[src/rtl/wb_arb_pkg.sv]
// Shared definitions for the round-robin Wishbone arbiter: FSM state
// encodings, Wishbone cycle-type constants and the tenure counter width.
package wb_arb_pkg;

    typedef enum logic [2:0] {
        ARB_IDLE    = 3'b001,
        ARB_GRANT   = 3'b010,
        ARB_RELEASE = 3'b100
    } arb_state_e;

    localparam logic [2:0] CTI_CLASSIC = 3'b000;
    localparam logic [2:0] CTI_INCR    = 3'b010;
    localparam logic [2:0] CTI_END     = 3'b111;

    localparam int HOLD_W = 8;

endpackage

[src/rtl/rr_priority_picker.sv]
// Combinational round-robin picker: returns the first requester at or above
// last_grant+1 (wrapping) as a one-hot grant, plus a valid flag.
module rr_priority_picker #(
    parameter int NUM_MASTERS = 2,
    parameter int IDX_W       = $clog2(NUM_MASTERS)
) (
    input  logic [NUM_MASTERS-1:0] req_i,
    input  logic [IDX_W-1:0]       last_grant_i,
    output logic [NUM_MASTERS-1:0] gnt_o,
    output logic                   valid_o
);

    localparam logic [IDX_W-1:0] LAST_IDX = IDX_W'(NUM_MASTERS - 1);

    logic [IDX_W-1:0] start_idx;
    logic [IDX_W-1:0] idx;

    // NUM_MASTERS need not be a power of two, so the wrap is explicit.
    assign start_idx = (last_grant_i == LAST_IDX) ? '0 : last_grant_i + 1'b1;

    always_comb begin
        gnt_o   = '0;
        valid_o = 1'b0;
        idx     = start_idx;
        for (int i = 0; i < NUM_MASTERS; i++) begin
            if (!valid_o && req_i[idx]) begin
                gnt_o[idx] = 1'b1;
                valid_o    = 1'b1;
            end
            idx = (idx == LAST_IDX) ? '0 : idx + 1'b1;
        end
    end

endmodule

[src/rtl/wb_rr_arbiter.sv]
// Round-robin arbiter sharing one Wishbone slave port between NUM_MASTERS
// masters, with a bounded tenure and a release/idle turnaround between owners.
//
//   state        | meaning
//   ARB_IDLE     | no owner; slave side quiet; arbitrate among m_cyc_i
//   ARB_GRANT    | owner last_grant_q drives the slave port, acks forwarded
//   ARB_RELEASE  | one-cycle turnaround, grant dropped, slave side quiet
module wb_rr_arbiter
    import wb_arb_pkg::*;
#(
    parameter int NUM_MASTERS   = 2,
    parameter int ADDRESS_WIDTH = 16,
    parameter int DATA_WIDTH    = 8,
    parameter int DATA_BYTES    = 1,
    parameter int MAX_HOLD      = 64
) (
    input  logic                               clk_i,
    input  logic                               rst_ni,
    input  logic [NUM_MASTERS*ADDRESS_WIDTH-1:0] m_adr_i,
    input  logic [NUM_MASTERS*DATA_WIDTH-1:0]    m_dat_i,
    input  logic [NUM_MASTERS-1:0]               m_we_i,
    input  logic [NUM_MASTERS*DATA_BYTES-1:0]    m_sel_i,
    input  logic [NUM_MASTERS-1:0]               m_stb_i,
    input  logic [NUM_MASTERS-1:0]               m_cyc_i,
    input  logic [NUM_MASTERS*3-1:0]             m_cti_i,
    output logic [DATA_WIDTH-1:0]                m_dat_o,
    output logic [NUM_MASTERS-1:0]               m_ack_o,
    output logic [NUM_MASTERS-1:0]               m_gnt_o,
    output logic [ADDRESS_WIDTH-1:0]             adr_o,
    output logic [DATA_WIDTH-1:0]                dat_o,
    output logic                                 we_o,
    output logic [DATA_BYTES-1:0]                sel_o,
    output logic                                 stb_o,
    output logic                                 cyc_o,
    output logic [2:0]                           cti_o,
    input  logic [DATA_WIDTH-1:0]                dat_i,
    input  logic                                 ack_i
);

    localparam int                IDX_W     = $clog2(NUM_MASTERS);
    localparam logic [IDX_W-1:0]  LAST_IDX  = IDX_W'(NUM_MASTERS - 1);
    localparam logic [HOLD_W-1:0] HOLD_MAX  = HOLD_W'(MAX_HOLD);
    localparam logic [HOLD_W-1:0] HOLD_LAST = HOLD_W'(MAX_HOLD - 1);

    arb_state_e              state_q, state_d;
    logic [NUM_MASTERS-1:0]  gnt_q, gnt_d;
    logic [IDX_W-1:0]        last_grant_q, last_grant_d;
    logic [HOLD_W-1:0]       hold_cnt_q, hold_cnt_d;

    logic [NUM_MASTERS-1:0]  pick_gnt;
    logic                    pick_valid;
    logic [IDX_W-1:0]        pick_idx;
    logic                    tenure_end;

    rr_priority_picker #(
        .NUM_MASTERS (NUM_MASTERS),
        .IDX_W       (IDX_W)
    ) u_picker (
        .req_i        (m_cyc_i),
        .last_grant_i (last_grant_q),
        .gnt_o        (pick_gnt),
        .valid_o      (pick_valid)
    );

    always_comb begin
        pick_idx = '0;
        for (int i = 0; i < NUM_MASTERS; i++) begin
            if (pick_gnt[i]) pick_idx = IDX_W'(i);
        end
    end

    // The MAX_HOLD-th ack ends the tenure but is still delivered to the owner.
    assign tenure_end = !m_cyc_i[last_grant_q] || (ack_i && hold_cnt_q == HOLD_LAST);

    always_comb begin
        state_d      = state_q;
        gnt_d        = gnt_q;
        last_grant_d = last_grant_q;
        hold_cnt_d   = hold_cnt_q;
        unique case (state_q)
            ARB_IDLE: begin
                if (pick_valid) begin
                    state_d      = ARB_GRANT;
                    gnt_d        = pick_gnt;
                    last_grant_d = pick_idx;
                    hold_cnt_d   = '0;
                end
            end
            ARB_GRANT: begin
                if (ack_i && hold_cnt_q != HOLD_MAX) hold_cnt_d = hold_cnt_q + 1'b1;
                if (tenure_end) begin
                    state_d = ARB_RELEASE;
                    gnt_d   = '0;
                end
            end
            ARB_RELEASE: state_d = ARB_IDLE;
            default: begin
                state_d = ARB_IDLE;
                gnt_d   = '0;
            end
        endcase
    end

    always_ff @(posedge clk_i or negedge rst_ni) begin
        if (!rst_ni) begin
            state_q      <= ARB_IDLE;
            gnt_q        <= '0;
            last_grant_q <= LAST_IDX;
            hold_cnt_q   <= '0;
        end else begin
            state_q      <= state_d;
            gnt_q        <= gnt_d;
            last_grant_q <= last_grant_d;
            hold_cnt_q   <= hold_cnt_d;
        end
    end

    assign m_gnt_o = gnt_q;
    assign m_dat_o = dat_i;

    // Outside GRANT the slave side is held at zero and acks are swallowed.
    always_comb begin
        adr_o   = '0;
        dat_o   = '0;
        we_o    = 1'b0;
        sel_o   = '0;
        stb_o   = 1'b0;
        cyc_o   = 1'b0;
        cti_o   = CTI_CLASSIC;
        m_ack_o = '0;
        if (state_q == ARB_GRANT) begin
            adr_o   = m_adr_i[last_grant_q*ADDRESS_WIDTH +: ADDRESS_WIDTH];
            dat_o   = m_dat_i[last_grant_q*DATA_WIDTH +: DATA_WIDTH];
            we_o    = m_we_i[last_grant_q];
            sel_o   = m_sel_i[last_grant_q*DATA_BYTES +: DATA_BYTES];
            stb_o   = m_stb_i[last_grant_q];
            cyc_o   = m_cyc_i[last_grant_q];
            cti_o   = m_cti_i[last_grant_q*3 +: 3];
            m_ack_o[last_grant_q] = ack_i;
        end
    end

endmodule
[config.mk]
export PLATFORM = sky130hd
export DESIGN_NAME = wb_rr_arbiter
export DESIGN_NICKNAME = d
export VERILOG_FILES = /design/src/rtl/wb_arb_pkg.sv /design/src/rtl/rr_priority_picker.sv /design/src/rtl/wb_rr_arbiter.sv
export SDC_FILE = /design/constraint.sdc
export NUM_CORES = 1
export LEC_CHECK = 0
export CORE_MARGIN = 2
export CORE_UTILIZATION = 34
export DETAILED_ROUTE_END_ITERATION = 8
export HOLD_SLACK_MARGIN = 0.06
export PLACE_DENSITY = 0.9
export SYNTH_ARGS = -nofsm -noshare
export SYNTH_HDL_FRONTEND = slang
export SYNTH_HIERARCHICAL = 1
export SYNTH_SLANG_ARGS = --single-unit
[constraint.sdc]
create_clock -name clk_i -period 2.8 [get_ports clk_i]
set_clock_uncertainty 0.15 [all_clocks]
set_input_delay 0.28 -clock clk_i [delete_from_list [all_inputs] [get_ports clk_i]]
set_output_delay 0.28 -clock clk_i [all_outputs]
set_load 0.005 [all_outputs]
==> out/results.txt, run 1 <==
In this run the power density over the cells is 606 nW/um^2. Summing every instance area after synthesis gives 1290 sq um. The library cell used most frequently in the layout, excluding fill and tap cells, is sky130_fd_sc_hd__clkdlybuf4s50_1. The number of gates resized after CTS came out at 0.

The tools report the via count of the first global-routing pass as 1355. The run finished with clean final reports. In this run the static leakage power is 0.968 nW. In the layout the commonest cells are 99 x sky130_fd_sc_hd__clkdlybuf4s50_1, 34 x sky130_fd_sc_hd__nor2_1, 34 x sky130_fd_sc_hd__mux2i_1. Compared with the post-synthesis result, the final layout area differs by 81.6%. The initialized floorplan defines 22 standard-cell rows. The top-level I/O count came out at 116.

The logs give 1.42 mW for the total power and 66 for the number of design-rule violations left by the first detailed-router iteration. The final layout contains routed wiring with a total length of 4320 um. The port buffer count works out to 99.

For the pin with the worst max-slew slack, the measured transition is 0.618 ns. The routability-driven placement congestion ratio was 0.885. The worst slew margin relative to its limit is 58.7%, and the sequential-to-total area share from yosys stat is 27.3%. Area share of xor/xnor cells in the synthesized design: 0%. Counting flops and latches in the post-synthesis netlist gives 14. The number of buffers and inverters on the critical path is 2. The synthesized netlist devotes 24.7% of its cell area to simple gates. The number of buffers added for setup after CTS was 0.

The global routing usage summed across all routing layers was 19.2%; the net count after synthesis was 235. In this run switching power makes up 36.9% of total power. For this run, the share of the core covered by cells in the final layout is 64.2%.

The run gives 0 as the count of antenna diodes in the layout. The number of standard cells in the final layout excluding fillers was 299. The setup violation total in the final timing report is 0, and the via count is 1464.

In the routed design, unresolved DRC markers number 0. No sink is reached through more buffers than the 2 on the longest clock path. Synthesis handed over a netlist of 160 instances. The worst setup path is of the register to primary output kind. After layout, the worst path uses 87.9% of the clock period. Averaged over all synthesized cells, the footprint is 8.09 sq um.

For the worst setup path, the data required time is 2.37 ns. The number of buffers inserted for hold repair after clock tree synthesis came out at 0. Before antenna repair, the detailed router went through 6 iterations. The die covers 4310 sq um. The synthesized netlist devotes 10.9% of its cell area to compound gates. Combinational cells account for 62.0% of the total power. The floorplan step set the die width to 65.7 um. The floorplan step set the die height to 65.7 um. By area, the combinational part of the netlist is dominated by multiplexers.

CTS placed an instance of sky130_fd_sc_hd__clkbuf_8 at the clock tree root. The reported max-cap violation count was 0; the worst-case vdd ir drop was 0.415 mV. The Yosys step of the flow raised 6 warnings. The routed design could run at a clock period as short as 2.46 ns. Using the TritonRoute via totals, the vias-per-cell ratio works out to 4.90. STA classifies the critical path startpoint as a register.

The run gives 2350 sq um as the final instance area. The power dissipated by switching net loads came out at 0.525 mW. The path class of the tightest hold or removal check is input port to asynchronous set/reset pin. The count of H-tree levels built during CTS is 1, and the largest stage delay on the critical path is 0.75 ns. Broken down by cell family, the worst path's largest delay share belongs to buffers and inverters. The tools report the final global-route overflow total as 0. The kind of end point of the critical path is a primary output. The share of total power dissipated in the clock network is 14.2%.

The clock-pin slew of the registers on the worst-case setup and hold paths was 0.06 ns. The count of endpoints failing hold in the final timing report came out at 0. The tools report the largest net degree at the start of global routing as 25. Once detail routing completed, the nets flagged for antenna violations numbered 0.

The tools report the placed instance area as 2290 sq um. The tools report the proportion of power drawn by flip-flops and latches as 23.9%. Including well taps, the total number of placed cells is 295. Setup total negative slack: 0 ns.

Timing would allow up to 406 MHz. The number of max-slew violations in the final report is 0. Along the worst path, the maximum fanout reaches 24.

The initial utilization of the core area, before any placement, comes to 35.3%. The number of antenna violations at the first check in global routing is 0. The adder and majority gate portion of the synthesized area works out to 1.93%.

The internal portion of the total power is 0.898 mW. TritonCTS built the clock tree. In the final design database the tool counted 327 nets. The tree built by TritonCTS fans out to 14 sinks. On the critical path, the stage with the largest delay is an instance of sky130_fd_sc_hd__dfstp_2. In the final layout, the share of cells above drive strength 1 is 5.18%. The tools report the core box area as 3660 sq um. The average routed wire per standard cell was 14.4 um; the source-to-sink clock delay at the later pin of the worst-skew pair was 0.25 ns. Setup repair after global routing left no endpoint under its margin. The tools report the number of distinct library cell variants in the gate-level netlist after synthesis as 34. The HPWL after detailed placement is 3410 um. The tools report the global-route wire length before repair as 6520 um.

The signal on the critical path passes through buf_12 > mux2i_1 > nor2_1 > clkdlybuf4s50_1. The post-synthesis mux area share was 26.3%. Buffers inserted during clock tree synthesis total 3. STA puts the critical path data arrival time at 2.03 ns.
[registers in the layout, summed over array words and instances, names as in the netlist]
signal        flops
hold_cnt_q        8
state_q           3
m_gnt_o           2
last_grant_q      1
[power by group through the flow]
stage | sequential [mW] | clock (mW) | combinational [mW]
floorplan | 0.298 | 0 | 0.519
global placement | 0.342 | 0 | 0.871
detailed placement | 0.344 | 0 | 0.883
CTS | 0.342 | 0.200 | 0.891
global route | 0.352 | 0.210 | 0.956
finish | 0.340 | 0.201 | 0.882
[through the flow]
stage | setup WS [ns] | hold WS, ns
2_1_floorplan | 0.924 | -0.166
3_3_place_gp | 0.632 | 0.371
3_5_place_dp | 0.609 | 0.374
4_1_cts | 0.348 | 0.301
5_1_grt | 0.245 | 0.317
6_report | 0.339 | 0.267
[synth_stat cells (all sizes together)]
library cell	number	area, sq um
nand4	3	18.8
or3b	2	17.5
ha	2	25.0
a32o	1	10.0
nand2b	1	6.26
a21boi	3	22.5
nor2	35	139
dfstp	2	52.6
a21o	1	7.51
nor3b	2	15.0
mux2i	34	340
nor3	1	5.00
buf	16	92.6
or2	1	6.26
and2	1	6.26
a2bb2oi	1	8.76
o21a	2	15.0
or3	1	6.26
o21ai	2	10.0
dfrtp	12	300
nand4bb	1	11.3
nand2	9	33.8
a21oi	9	48.8
and3	3	18.8
inv	6	22.5
nand3	5	25.0
a31oi	3	18.8
nor4bb	1	10.0
[logic make-up after synthesis]
| kind of cell | Yosys count |
|---|---|
| multiplexers | 34 |
| flip-flops | 14 |
| buffers and inverters | 22 |
| AND/OR/NAND/NOR | 66 |
| adder cells (fa/ha/maj) | 2 |
| AO/OA/AOI/OAI | 22 |
[path summary, 6_finish.rpt]
path                       cells past startpoint       endpoint  slack (ns)    startpoint
setup / recovery                               4       dat_o[7]        0.34  last_grant_q
hold / removal                                 1  hold_cnt_q[7]        0.27        rst_ni
setup reg to reg                               4  hold_cnt_q[1]        0.76    state_q[0]
hold reg to reg                                2     m_gnt_o[0]        0.39    m_gnt_o[0]
max in group asynchronous                      1  hold_cnt_q[4]        1.84        rst_ni
min in group clk_i                             2     m_gnt_o[0]        0.39    m_gnt_o[0]
[final cells by class]
cell class | instances | area [sq um]
Fill cell | 311 | 1310
Timing Repair Buffer | 103 | 1030
Multi-Input combinational cell | 124 | 826
Sequential cell | 14 | 353
Tap cell | 48 | 60.1
Clock buffer | 4 | 55.1
Inverter | 6 | 22.5
[metal layers]
metal  up-vias  global-route usage [%]  wire [um]
met2        49                    34.6       2280
met4         0                    6.77         93
met5         -                       0          0
met1       676                    22.5       1600
met3        10                    3.77        351
li1        729                       -          -
Note: power is estimated with default switching activity, not from simulation.
==> run 2: changes to the inputs <==
Settings changed: CORE_ASPECT_RATIO set to 1.5.
==> run 2 against run 1 <==
Compared with the run above: sequential share of layout area about the same; critical path depth unchanged; global-route usage up 0.44 points; largest power group unchanged.
==> out/results.txt, run 2 (synthesis results as in run 1) <==
The endpoint of the lowest-slack register-to-register path was m_gnt_o[0] (was hold_cnt_q[1]). The cell type of the slowest stage on the worst timing path is sky130_fd_sc_hd__clkdlybuf4s50_1 (was sky130_fd_sc_hd__dfstp_2). The average routed wire per standard cell was 14.4 um (about the same); the final-stage net count was 328 (was 327). The worst setup path category was register to primary output (unchanged). For the timing-limited maximum frequency, the log shows 395 MHz (was 406 MHz). The wire length on met1 is 1310 um (was 1600 um), and the setup total negative slack is 0 ns (unchanged). The source-to-sink clock delay at the later pin of the worst-skew pair is 0.25 ns (about the same), and the total wire length is 4250 um (was 4320 um). The largest fanout on the critical path was 30 (was 24); the met2 wirelength from detailed routing was 2250 um (was 2280 um). The count of endpoints failing hold in the final timing report was 0 (unchanged); the clock-pin slew of the registers on the worst-case setup and hold paths was 0.06 ns (about the same). The largest stage delay on the critical path was 0.52 ns (was 0.75 ns).

Slew at the pin closest to its max-slew limit: 0.611 ns (was 0.618 ns). Die width: 54.4 um (was 65.7 um). The run gives 0.466 mV (was 0.415 mV) as the worst-case vdd ir drop.

The number of CTS-inserted buffers is 3 (unchanged). For the number of design-rule violations left by the first detailed-router iteration, the log shows 30 (was 66). The final global-route overflow total is 0 (unchanged). Count of antenna diodes in the layout: 0 (unchanged). The tools report the detailed-placement wirelength estimate as 3600 um (was 3410 um). The routed length on met3 is 646 um (was 351 um). The number of max-slew violations in the final report is 0 (unchanged), and the setup violation total in the final timing report is 0 (unchanged). For the number of nets with antenna violations after routing, the log shows 0 (unchanged). The highest metal layer with signal wires is met4 (unchanged). TritonCTS built the clock tree. The proportion of layout cells with a drive suffix above 1 is 5.56% (was 5.18%), and the core box area is 3650 sq um (was 3660 sq um). For the top-level I/O count, the log shows 116 (unchanged). The area growth from synthesis to final layout was 81.7% (was 81.6%). For the maximum clock insertion buffer count, the log shows 2 (unchanged).

Critical path cell sequence: or3b_1 > buf_4 > nor2_1 > clkdlybuf4s50_1 (was buf_12 > mux2i_1 > nor2_1 > clkdlybuf4s50_1). Setup repair after global routing left no endpoint under its margin. The tools report the CTS root buffer as sky130_fd_sc_hd__clkbuf_8 (unchanged).

The port buffer count came out at 99 (unchanged). Top library cells by usage in the layout, fill and taps aside: 99 x sky130_fd_sc_hd__clkdlybuf4s50_1, 34 x sky130_fd_sc_hd__nor2_1, 34 x sky130_fd_sc_hd__mux2i_1 (unchanged). The worst slew margin relative to its limit was 59.1% (was 58.7%); the number of gates resized after CTS was 0 (unchanged).

The reported max-cap violation count is 0 (unchanged). For the via count of the first global-routing pass, the log shows 1372 (was 1355). The number of detailed-routing iterations run before antenna repair was 4 (was 6).

The time the final worst path needs with I/O delays and setup is 2.53 ns (was 2.46 ns), and the detailed-route DRC error count is 0 (unchanged). For the reg2reg setup slack, the log shows 0.90 ns (was 0.76 ns). The cell family with the largest share of critical-path delay is buffers and inverters (unchanged). The static leakage power is 0.974 nW (was 0.968 nW), and the via count is 1473 (was 1464). The power per unit of standard cell area was 607 nW/um^2 (was 606 nW/um^2).

Kind of end point of the critical path: a primary output (unchanged). The global routing usage summed across all routing layers is 19.7% (was 19.2%), and the global-route wire length before repair is 6440 um (was 6520 um). The arrival time of data at the critical path endpoint was 2.10 ns (was 2.03 ns); the number of vias per cell was 4.99 (was 4.90). Number of cell instances on the worst register-to-register path: 4 (unchanged). The combined buffer and inverter count along the critical path works out to 2 (unchanged). The most common cell after layout, fill and taps aside is sky130_fd_sc_hd__clkdlybuf4s50_1 (unchanged). The flow ran to the end, and the final reports show no timing, DRC or antenna violations.

The tools report the first element of the critical path as state_q[2] (was last_grant_q). For the required time of the critical path, the log shows 2.37 ns (about the same). The final worst-path cycle share is 90.4% (was 87.9%). The largest net degree at the start of global routing came out at 31 (was 25). The number of antenna violations at the first check in global routing was 0 (unchanged). The standard-cell row count is 27 (was 22), and the total number of clock tree sinks is 14 (unchanged).

The tools report the routability-driven placement congestion ratio as 0.961 (was 0.885). The number of buffers added for setup after CTS was 0 (unchanged). For the total power, the log shows 1.43 mW (was 1.42 mW). The origin of the critical flop-to-flop path was last_grant_q (was state_q[0]).

The number of buffers inserted for hold repair after clock tree synthesis is 0 (unchanged). The count of H-tree levels built during CTS came out at 1 (unchanged). The register with the highest flop count is hold_cnt_q (unchanged). The count of cell instances traversed by the critical path was 4 (unchanged). The area of the die was 4320 sq um (was 4310 sq um); the initial core utilization was 35.5% (was 35.3%). The die height came out at 79.6 um (was 65.7 um). The startpoint class of the critical path was a register (unchanged). Number of flip-flops under the largest register name: 8 (unchanged). The class of the worst hold path is input port to asynchronous set/reset pin (unchanged).
## run 2: metal layers
metal  global-route usage, %  vias to the layer above
li1                        -                      735
met1                    19.1                      669
met2                    37.6                       65
met3                    6.55                        4
met4                    4.50                        0
met5                       0                        -
## run 2: worst max path at each step
stage                    end  slack, ns
floorplan           adr_o[0]       0.92
global placement    adr_o[6]       0.56
detailed placement  adr_o[6]       0.52
finish                 sel_o       0.27
CTS                 adr_o[6]       0.25
global route        adr_o[5]       0.13
## run 2: where the power goes
part	internal [mW]	total [mW]	switching, mW
combinational	0.524	0.885	0.361
clock	0.125	0.196	0.0715
sequential	0.263	0.345	0.0825
## run 2: area by class of cell
cell class                      count  area, sq um
Clock buffer                        4         55.1
Fill cell                         297         1300
Inverter                            6         22.5
Multi-Input combinational cell    124          826
Sequential cell                    14          353
Tap cell                           43         53.8
Timing Repair Buffer              104         1040
## run 2: stage by stage
step / hold WS (ns) / utilization, % / cells / worst slack [ns] / instance area (sq um)
3_3_place_gp: 0.367 / 62.9 / 291 / 0.556 / 2300
4_1_cts: 0.286 / 64.4 / 295 / 0.250 / 2350
3_5_place_dp: 0.377 / 62.9 / 291 / 0.522 / 2300
6_report: 0.265 / 64.4 / 295 / 0.269 / 2350
2_1_floorplan: -0.166 / - / 160 / 0.924 / 1290
5_1_grt: 0.333 / 64.4 / 295 / 0.131 / 2350
